<file path="src/rtl/clk_monitor.sv">
// rtl/clk_monitor.sv - measures period and high time of a sampled clock and flags bad or stuck waveforms
module clk_monitor #(
    parameter int CNT_W      = 16,
    parameter int EXP_PERIOD = 100,
    parameter int EXP_HIGH   = 50,
    parameter int TOL        = 2,
    parameter int TIMEOUT    = 1000
) (
    input  logic             clock,
    input  logic             reset_n,
    input  logic             enable,
    input  logic             mon_in,
    output logic             meas_valid,
    output logic [CNT_W-1:0] period_cnt,
    output logic [CNT_W-1:0] high_cnt,
    output logic             period_ok,
    output logic             duty_ok,
    output logic             stuck
);

    localparam int IDLE_W = $clog2(TIMEOUT + 1);
    localparam logic [CNT_W-1:0]  CNT_MAX   = '1;
    localparam logic [CNT_W:0]    EXP_PER_X = (CNT_W+1)'(EXP_PERIOD);
    localparam logic [CNT_W:0]    EXP_HI_X  = (CNT_W+1)'(EXP_HIGH);
    localparam logic [CNT_W:0]    TOL_X     = (CNT_W+1)'(TOL);
    localparam logic [IDLE_W-1:0] IDLE_LAST = IDLE_W'(TIMEOUT - 1);

    typedef enum logic [1:0] {S_IDLE, S_ARM, S_HIGH, S_LOW} state_t;

    state_t state_q, state_d;
    logic sync1_q, sync2_q, prev_q;
    logic [CNT_W-1:0]  per_q, per_d, hi_q, hi_d;
    logic [IDLE_W-1:0] idle_q, idle_d;
    logic              pend_q, pend_d;
    logic              meas_valid_q, meas_valid_d;
    logic [CNT_W-1:0]  period_cnt_q, period_cnt_d, high_cnt_q, high_cnt_d;
    logic              period_ok_q, period_ok_d, duty_ok_q, duty_ok_d;
    logic              stuck_q, stuck_d;

    logic rise, fall, timeout;
    logic [CNT_W-1:0] per_inc, hi_inc;
    logic [CNT_W:0]   per_x, hi_x, per_diff, hi_diff;

    always_ff @(posedge clock) begin
        if (!reset_n) begin
            sync1_q <= 1'b0;
            sync2_q <= 1'b0;
            prev_q  <= 1'b0;
        end else begin
            sync1_q <= mon_in;
            sync2_q <= sync1_q;
            prev_q  <= sync2_q;
        end
    end

    assign rise = sync2_q & ~prev_q;
    assign fall = ~sync2_q & prev_q;

    always_comb begin
        per_inc  = (per_q == CNT_MAX) ? per_q : per_q + 1'b1;
        hi_inc   = (hi_q == CNT_MAX) ? hi_q : hi_q + 1'b1;
        per_x    = {1'b0, period_cnt_q};
        hi_x     = {1'b0, high_cnt_q};
        per_diff = (per_x >= EXP_PER_X) ? per_x - EXP_PER_X : EXP_PER_X - per_x;
        hi_diff  = (hi_x >= EXP_HI_X) ? hi_x - EXP_HI_X : EXP_HI_X - hi_x;
    end

    always_comb begin
        state_d      = state_q;
        per_d        = per_q;
        hi_d         = hi_q;
        idle_d       = idle_q;
        pend_d       = 1'b0;
        meas_valid_d = 1'b0;
        period_cnt_d = period_cnt_q;
        high_cnt_d   = high_cnt_q;
        period_ok_d  = period_ok_q;
        duty_ok_d    = duty_ok_q;
        stuck_d      = stuck_q;
        timeout      = 1'b0;

        if (!enable) begin
            state_d = S_IDLE;
            per_d   = '0;
            hi_d    = '0;
            idle_d  = '0;
            stuck_d = 1'b0;
        end else begin
            // Flags are judged one cycle after capture, so they change together with meas_valid.
            if (pend_q) begin
                meas_valid_d = 1'b1;
                period_ok_d  = (period_cnt_q != CNT_MAX) && (per_diff <= TOL_X);
                duty_ok_d    = (high_cnt_q != CNT_MAX) && (hi_diff <= TOL_X);
            end

            if (rise || fall) begin
                idle_d  = '0;
                stuck_d = 1'b0;
            end else if (state_q != S_IDLE) begin
                if (idle_q == IDLE_LAST) begin
                    timeout = 1'b1;
                    idle_d  = '0;
                    stuck_d = 1'b1;
                end else begin
                    idle_d = idle_q + 1'b1;
                end
            end

            case (state_q)
                S_IDLE: begin
                    per_d   = '0;
                    hi_d    = '0;
                    idle_d  = '0;
                    state_d = S_ARM;
                end
                S_ARM: begin
                    if (rise) begin
                        per_d   = CNT_W'(1);
                        hi_d    = CNT_W'(1);
                        state_d = S_HIGH;
                    end
                end
                S_HIGH: begin
                    if (timeout) begin
                        per_d   = '0;
                        hi_d    = '0;
                        state_d = S_ARM;
                    end else begin
                        per_d = per_inc;
                        if (fall) begin
                            state_d = S_LOW;
                        end else begin
                            hi_d = hi_inc;
                        end
                    end
                end
                S_LOW: begin
                    if (rise) begin
                        period_cnt_d = per_q;
                        high_cnt_d   = hi_q;
                        pend_d       = 1'b1;
                        per_d        = CNT_W'(1);
                        hi_d         = CNT_W'(1);
                        state_d      = S_HIGH;
                    end else if (timeout) begin
                        per_d   = '0;
                        hi_d    = '0;
                        state_d = S_ARM;
                    end else begin
                        per_d = per_inc;
                    end
                end
                default: state_d = S_IDLE;
            endcase
        end
    end

    always_ff @(posedge clock) begin
        if (!reset_n) begin
            state_q      <= S_IDLE;
            per_q        <= '0;
            hi_q         <= '0;
            idle_q       <= '0;
            pend_q       <= 1'b0;
            meas_valid_q <= 1'b0;
            period_cnt_q <= '0;
            high_cnt_q   <= '0;
            period_ok_q  <= 1'b0;
            duty_ok_q    <= 1'b0;
            stuck_q      <= 1'b0;
        end else begin
            state_q      <= state_d;
            per_q        <= per_d;
            hi_q         <= hi_d;
            idle_q       <= idle_d;
            pend_q       <= pend_d;
            meas_valid_q <= meas_valid_d;
            period_cnt_q <= period_cnt_d;
            high_cnt_q   <= high_cnt_d;
            period_ok_q  <= period_ok_d;
            duty_ok_q    <= duty_ok_d;
            stuck_q      <= stuck_d;
        end
    end

    assign meas_valid = meas_valid_q;
    assign period_cnt = period_cnt_q;
    assign high_cnt   = high_cnt_q;
    assign period_ok  = period_ok_q;
    assign duty_ok    = duty_ok_q;
    assign stuck      = stuck_q;

endmodule

</file>
<file path="config.mk">
export PLATFORM = sky130hd
export DESIGN_NAME = clk_monitor
export DESIGN_NICKNAME = d
export VERILOG_FILES = /design/src/rtl/clk_monitor.sv
export SDC_FILE = /design/constraint.sdc
export NUM_CORES = 1
export LEC_CHECK = 0
export CAP_MARGIN = 10
export CORE_ASPECT_RATIO = 2
export CORE_MARGIN = 10
export CORE_UTILIZATION = 39
export CTS_CLUSTER_DIAMETER = 60
export DETAILED_ROUTE_END_ITERATION = 7
export PLACE_DENSITY = 0.65
export SLEW_MARGIN = 5
export SYNTH_ARGS = -nofsm -noshare
export SYNTH_HDL_FRONTEND = slang
export SYNTH_SLANG_ARGS = --single-unit
</file>
<file path="constraint.sdc">
create_clock -name clock -period 2.2 [get_ports clock]
set_input_delay 0.44 -clock clock [delete_from_list [all_inputs] [get_ports clock]]
set_output_delay 0.44 -clock clock [all_outputs]
set_load 0.05 [all_outputs]
</file>
==> results of run 1 <==
## flip-flops by register name (all words and copies together), names as in the netlist, 2 cells and up
signal,flops
high_cnt,16
hi_q,16
per_q,16
idle_q,10
period_cnt,16
state_q,2
## synth_stat cells, types with 2 or more instances
| cell type | n | area share, % |
|---|---|---|
| ha_1 | 16 | 4.3 |
| a31oi_1 | 7 | 0.95 |
| nor3b_1 | 2 | 0.33 |
| nor3_1 | 19 | 2.1 |
| or3_1 | 6 | 0.82 |
| nand3b_1 | 2 | 0.33 |
| a311oi_1 | 5 | 0.95 |
| nand2_1 | 104 | 8.5 |
| nor2_1 | 45 | 3.7 |
| a21boi_0 | 34 | 5.5 |
| and2_1 | 10 | 1.4 |
| or2_2 | 2 | 0.27 |
| a21oi_1 | 38 | 4.1 |
| nand3_1 | 20 | 2.2 |
| buf_2 | 2 | 0.22 |
| mux2i_1 | 2 | 0.43 |
| inv_1 | 21 | 1.7 |
| a41oi_1 | 4 | 0.76 |
| nand2b_1 | 3 | 0.41 |
| o2111ai_1 | 3 | 0.57 |
| xnor2_1 | 6 | 1.1 |
| o311a_1 | 2 | 0.43 |
| and4_1 | 5 | 0.95 |
| nand4_1 | 16 | 2.2 |
| nor3_2 | 2 | 0.43 |
| dfxtp_1 | 84 | 37 |
| nor2_2 | 3 | 0.41 |
| o21ai_0 | 26 | 2.8 |
| buf_6 | 2 | 0.49 |
| o31ai_1 | 3 | 0.49 |
| nor2b_1 | 4 | 0.54 |
| and3_1 | 13 | 1.8 |
| o31a_1 | 2 | 0.38 |
| or4_1 | 2 | 0.33 |
| o22ai_1 | 7 | 0.95 |
| xor2_1 | 15 | 2.9 |
| clkbuf_1 | 21 | 1.7 |
## metrics by stage
step	hold slack (ns)	instance area [um^2]	TNS, ns
floorplan	0.4118	4627	0
global placement	0.4235	5529	-0.1759
detailed placement	0.4275	5529	-0.4757
CTS	0.4423	5904	-0.1030
global route	0.4518	6012	-0.4084
finish	0.4431	6012	0
## final timing paths
check | to | cells after the start | start
hold reg to reg | sync2_q | 1 | sync1_q
setup / recovery | period_ok | 7 | period_cnt[2]
hold / removal | sync2_q | 1 | sync1_q
setup reg to reg | period_ok | 7 | period_cnt[2]
## layer usage
metal	vias to the layer above	global-route usage [%]	wire (um)
met4	0	6.675	344
li1	2243	-	-
met5	-	0	0
met1	2128	13.74	4744
met3	30	2.635	510
met2	116	29.00	7241
## final cells by class
type | count | area [um^2] | share of cell area [%]
repair buffers | 98 | 875.8 | 14.57
well taps | 145 | 181.4 | 3.018
inverters | 21 | 78.83 | 1.311
clock inverters | 4 | 73.82 | 1.228
flip-flops and latches | 84 | 1699 | 28.26
clock buffers | 11 | 242.7 | 4.037
multi-input cells | 453 | 2860 | 47.58
## timing repair
item / 4_1_cts / 5_1_grt
pin swaps: 6 / 9
hold endpoints to repair: 0 / 0
endpoints found under the setup margin: 12 / 27
resized for setup: 7 / 20
cloned: 1 / 0
setup buffers: 3 / 3
## power by group
part / internal [mW] / switching (mW)
combinational: 0.0471 / 0.0557
clock: 1.02 / 0.574
sequential: 1.53 / 0.00571
total: 2.59 / 0.635
## worst max-delay path, cell delays in order (launching register included)
cell and delay [ns]:
dfxtp_2 0.34, o311a_1 0.36, nand3b_1 0.27, nor2_4 0.27, mux2i_1 0.26, o22ai_1 0.11, a2111o_1 0.30, o31ai_1 0.19
## kinds of logic (layout without fill, tap and decap cells)
family,Yosys count,count (layout),share of synthesized area (%)
AO/OA/AOI/OAI,150,151,22.83
XOR/XNOR,21,21,3.996
adder cells (fa/ha/maj),16,16,4.349
buffers and inverters,46,134,4.132
flip-flops,84,84,36.53
multiplexers,2,2,0.4349
AND/OR/NAND/NOR,263,263,27.72
==> reports/metrics.cfg, run 1 <==
[final_layout]
final_common_cell=nand2_1
finalNonFillerCells=816
final_cell_mix=nand2_1, dfxtp_1, buf_4, nor2_1
areaGrowthSynthToFinish_pct=30.61
n_antenna_cell=0
n_fill_cell=1123
fin_nets=687
final_core_util_pct=51.69
drive_gt1_share_pct=18.03

[logic_synthesis]
syn_avg_cell_area_um2=7.909
async_reset_ff_share_pct=0
synth_edf_count=0
ys.flop_type=dfxtp_1
ys_types=61
yosysSeqAreaShare_pct=36.53
syn-instance-count=582
synth_nets=602
ys_seq_elements=84
yosys_warnings=0
syn_area_mm2=0.004603

[clocking]
cts.sinks=84
clk_pin_slew_ns=0.06
cts_tree=done
htree_levels=3
worst_skew_pair.late_latency_ns=0.33
hold_buffers=0
clock_tree.root_cell=clkbuf_16
cts_buffer_depth=2
cts_buffers=9

[global_route]
gr-usage-all-layers_pct=14.62
grt_first_pass_wirelength_um=21140
grt_max_degree=40
grt_pass1_vias=4550
antenna_found_initial=0
grt-ovfl-total=0

[worst_setup_path]
worstSetupStartpointType=flop
crit_type=reg -> reg
crit_arrival_ns=2.44
crit_required_ns=2.45
critPathCaptureType=flop
cp_max_fo=6
rrSetupSlack_ns=0.006

[timing]
drv_slew=0
layout_setup_ws_ns=0.006450
clock_skew_ns=0.004805
setup_viol=0
fin_crit_sh_pct=99.71
hold_viol=0
rsz0062_at_grt=yes
slew_headroom_pct=65.61
fmax_ghz=0.4559
period_needed_ns=2.194
tightest_slew_ns=0.5142

[placed_design]
dp.cells=795
gp_congestion=0.9047
post-place-ws_ns=-0.1253
hpwlAfterDp_um=9852
portBuffers=39

[detailed_routing]
drtIter0Drc=368
dr.pass1.iters=5
finalWirelength_um=12840
vias_per_cell=5.536
drc=0
vias=4517
ant_nets=0
wire_per_inst_um=15.74

[power_and_ir_drop]
finalPower_mw=3.227
vdd_drop_max_uv=454.2
power_density_mw_per_mm2=536.7
leakagePower_nw=2.149

[run]
cap_violations=0

[floorplan]
ios=40
start_util_pct=39.58
die_height_um=173.6
core_mm2=0.01163
die_area_mm2=0.01681
dieWidth_um=96.82
rows=56

[run_status]
status=finished clean

[hold_path]
hp-class=reg -> reg

Power figures use the tool's default switching activity.
==> run 2, diff against run 1 <==
Settings changed: PLACE_DENSITY 0.65 to 0.72.
==> run 2 against run 1 <==
Against the previous run:
- the flow now finishes with violations (negative setup slack)
- non-clock buffer count up 19
- maximum frequency down 5.8%
- global-route usage up 0.18 points
- via count up 4.9%
- cell area up 2.7%
- power down 6.2%
- routed wire length up 4.5%
- clock skew up 0.0030 ns
==> reports/metrics.cfg, run 2 (synthesis gave the netlist of run 1 again) <==
[run_status]
status=complete, but fails checks
violations=negative setup slack

[floorplan]
core_mm2=0.01163  ; unchanged
die_area_mm2=0.01681  ; unchanged
start_util_pct=39.58  ; unchanged
dieWidth_um=96.82  ; unchanged
rows=56  ; unchanged
die_height_um=173.6  ; unchanged
ios=40  ; unchanged

[power_and_ir_drop]
finalPower_mw=3.027  ; -6.2%
leakagePower_nw=2.246  ; +4.5%
power_density_mw_per_mm2=490.4  ; -8.6%
vdd_drop_max_uv=430.6  ; -5.2%

[timing]
setup_viol=15  ; +15
tightest_slew_ns=0.5364  ; +0.02216 ns
fmax_ghz=0.4295  ; -5.8%
clock_skew_ns=0.007834  ; +0.003029 ns
drv_slew=0  ; unchanged
layout_setup_ws_ns=-0.1283  ; -0.1347 ns
setup_tns_ns=-0.7247  ; -0.7247 ns
hold_viol=0  ; unchanged
slew_headroom_pct=64.13  ; -1.5 points
rsz0062_at_grt=yes
period_needed_ns=2.328  ; +0.1347 ns
fin_crit_sh_pct=105.8  ; +6.1 points

[hold_path]
hold_end=sync2_q
hp-class=reg -> reg
whs_path_depth=1  ; unchanged
min-delay-start=sync1_q

[worst_setup_path]
crit_required_ns=2.43  ; -0.02 ns
critPathCaptureType=flop
crit_slowest_cell=or4_4
cp_max_fo=5  ; -1
reg2reg_depth=11  ; +4
crit_arrival_ns=2.56  ; +0.12 ns
worstSetupStartpointType=flop
crit_type=reg -> reg
cpPeakStageDelay_ns=0.53  ; +0.17 ns
reg2reg_from=sync2_q
reg2reg_to=hi_q[9]
rrSetupSlack_ns=-0.13  ; -0.13 ns
cp_cell_sequence=inv_2 -> ha_4 -> inv_2 -> or4_4 -> buf_6 -> a41oi_4 -> buf_6 -> o211ai_4 -> nor2_1 -> o22ai_1 -> a21o_1

[global_route]
grt_pass1_vias=4619  ; +1.5%
grt_first_pass_wirelength_um=21370  ; +1.1%
grt_max_degree=40  ; unchanged
antenna_found_initial=0  ; unchanged
gr-usage-all-layers_pct=14.80  ; +0.18 points
grt-ovfl-total=0  ; unchanged

[final_layout]
final_core_util_pct=53.07  ; +1.4 points
areaGrowthSynthToFinish_pct=34.09
fin_nets=705  ; +2.6%
final_cell_mix=nand2_1, dfxtp_1, buf_4, nor2_1, clkdlybuf4s50_1
n_fill_cell=1080  ; -3.8%
finalNonFillerCells=835  ; +2.3%
n_antenna_cell=0  ; unchanged
drive_gt1_share_pct=21.30  ; +3.3 points
final_common_cell=nand2_1

[detailed_routing]
top_layer=met4
drc=0  ; unchanged
dr.pass1.iters=5  ; unchanged
met2_length_um=7413  ; +2.4%
drtIter0Drc=332  ; -9.8%
wire_per_inst_um=16.07  ; +2.1%
vias=4738  ; +4.9%
ant_nets=0  ; unchanged
finalWirelength_um=13420  ; +4.5%
vias_per_cell=5.674  ; +2.5%
dr_wl_met3_um=486  ; -4.7%
wl_met1_um=4822  ; +1.6%

[placed_design]
gp_congestion=0.9414  ; +4.1%
hpwlAfterDp_um=9792  ; -0.61%
dp.cells=802  ; +0.88%
portBuffers=39  ; unchanged

[clocking]
clock_tree.root_cell=clkbuf_16
clk_pin_slew_ns=0.06  ; about the same
hold_buffers=0  ; unchanged
cts_buffers=9  ; unchanged
worst_skew_pair.late_latency_ns=0.34  ; about the same
cts_buffer_depth=2  ; unchanged
cts.sinks=84  ; unchanged
cts_tree=done
htree_levels=3  ; unchanged

[run]
cap_violations=0  ; unchanged

run 2: changes by cell type in the layout (fill, tap and decap cells not counted), sizes merged:
cell and delta:
clkinv +2, bufinv -2, o21a -1, inv +1, clkinvlp +1, buf +18
run 2: layout make-up:
type                       instances  area [um^2]  share of cell area (%)
multi-input combinational        452         2884                   46.73
sequential                        84         1699                   27.53
timing repair buffer             117         1060                   17.17
clock buffer                      10        229.0                   3.710
tap                              145        181.4                   2.939
inverter                          21        78.83                   1.277
clock inverter                     6        40.04                  0.6487
run 2: what timing repair did:
action,4_1_cts,5_1_grt
pin swaps,9,17
cloned,0,1
setup buffers,10,6
gates resized for setup,9,33
setup endpoints to repair,25,27
run 2: routing by layer:
layer / GRT usage [%] / vias up
met3: 2.555 / 49
met5: 0 / -
met2: 28.98 / 139
met1: 13.63 / 2264
met4: 8.529 / 0
li1: - / 2286
run 2: worst max path at each step:
stage	startpoint	end	slack, ns	cells past startpoint
6_report	sync2_q	hi_q[9]	-0.13	11
5_1_grt	sync2_q	hi_q[9]	-0.24	11
4_1_cts	sync2_q	hi_q[5]	-0.1	11
3_5_place_dp	sync2_q	per_q[6]	-0.30	8
3_3_place_gp	sync2_q	per_q[7]	-0.19	8
2_1_floorplan	sync2_q	hi_q[6]	0.001	11
run 2: worst max-delay path: cells and delay by family, from the launching register on:
family                   cells  cell delay [ns]
flip-flops                   1             0.34
adder cells (fa/ha/maj)      1             0.26
AND/OR/NAND/NOR              2             0.70
AO/OA/AOI/OAI                4             0.53
buffers and inverters        4             0.38
run 2: report_power, final:
group	switching, mW	leakage (nW)	internal [mW]
clock network	0.613	0.133	0.764
registers	0.00665	0.684	1.53
logic	0.0623	1.43	0.0545
run 2: through the flow:
step                hold slack [ns]  instance area [um^2]  setup slack [ns]
finish                       0.4344                  6172           -0.1283
global route                 0.4543                  6172           -0.2380
CTS                          0.4350                  5979          -0.09849
detailed placement           0.4293                  5582           -0.2966
global placement             0.4249                  5582           -0.1918
floorplan                    0.4118                  4627          0.001076
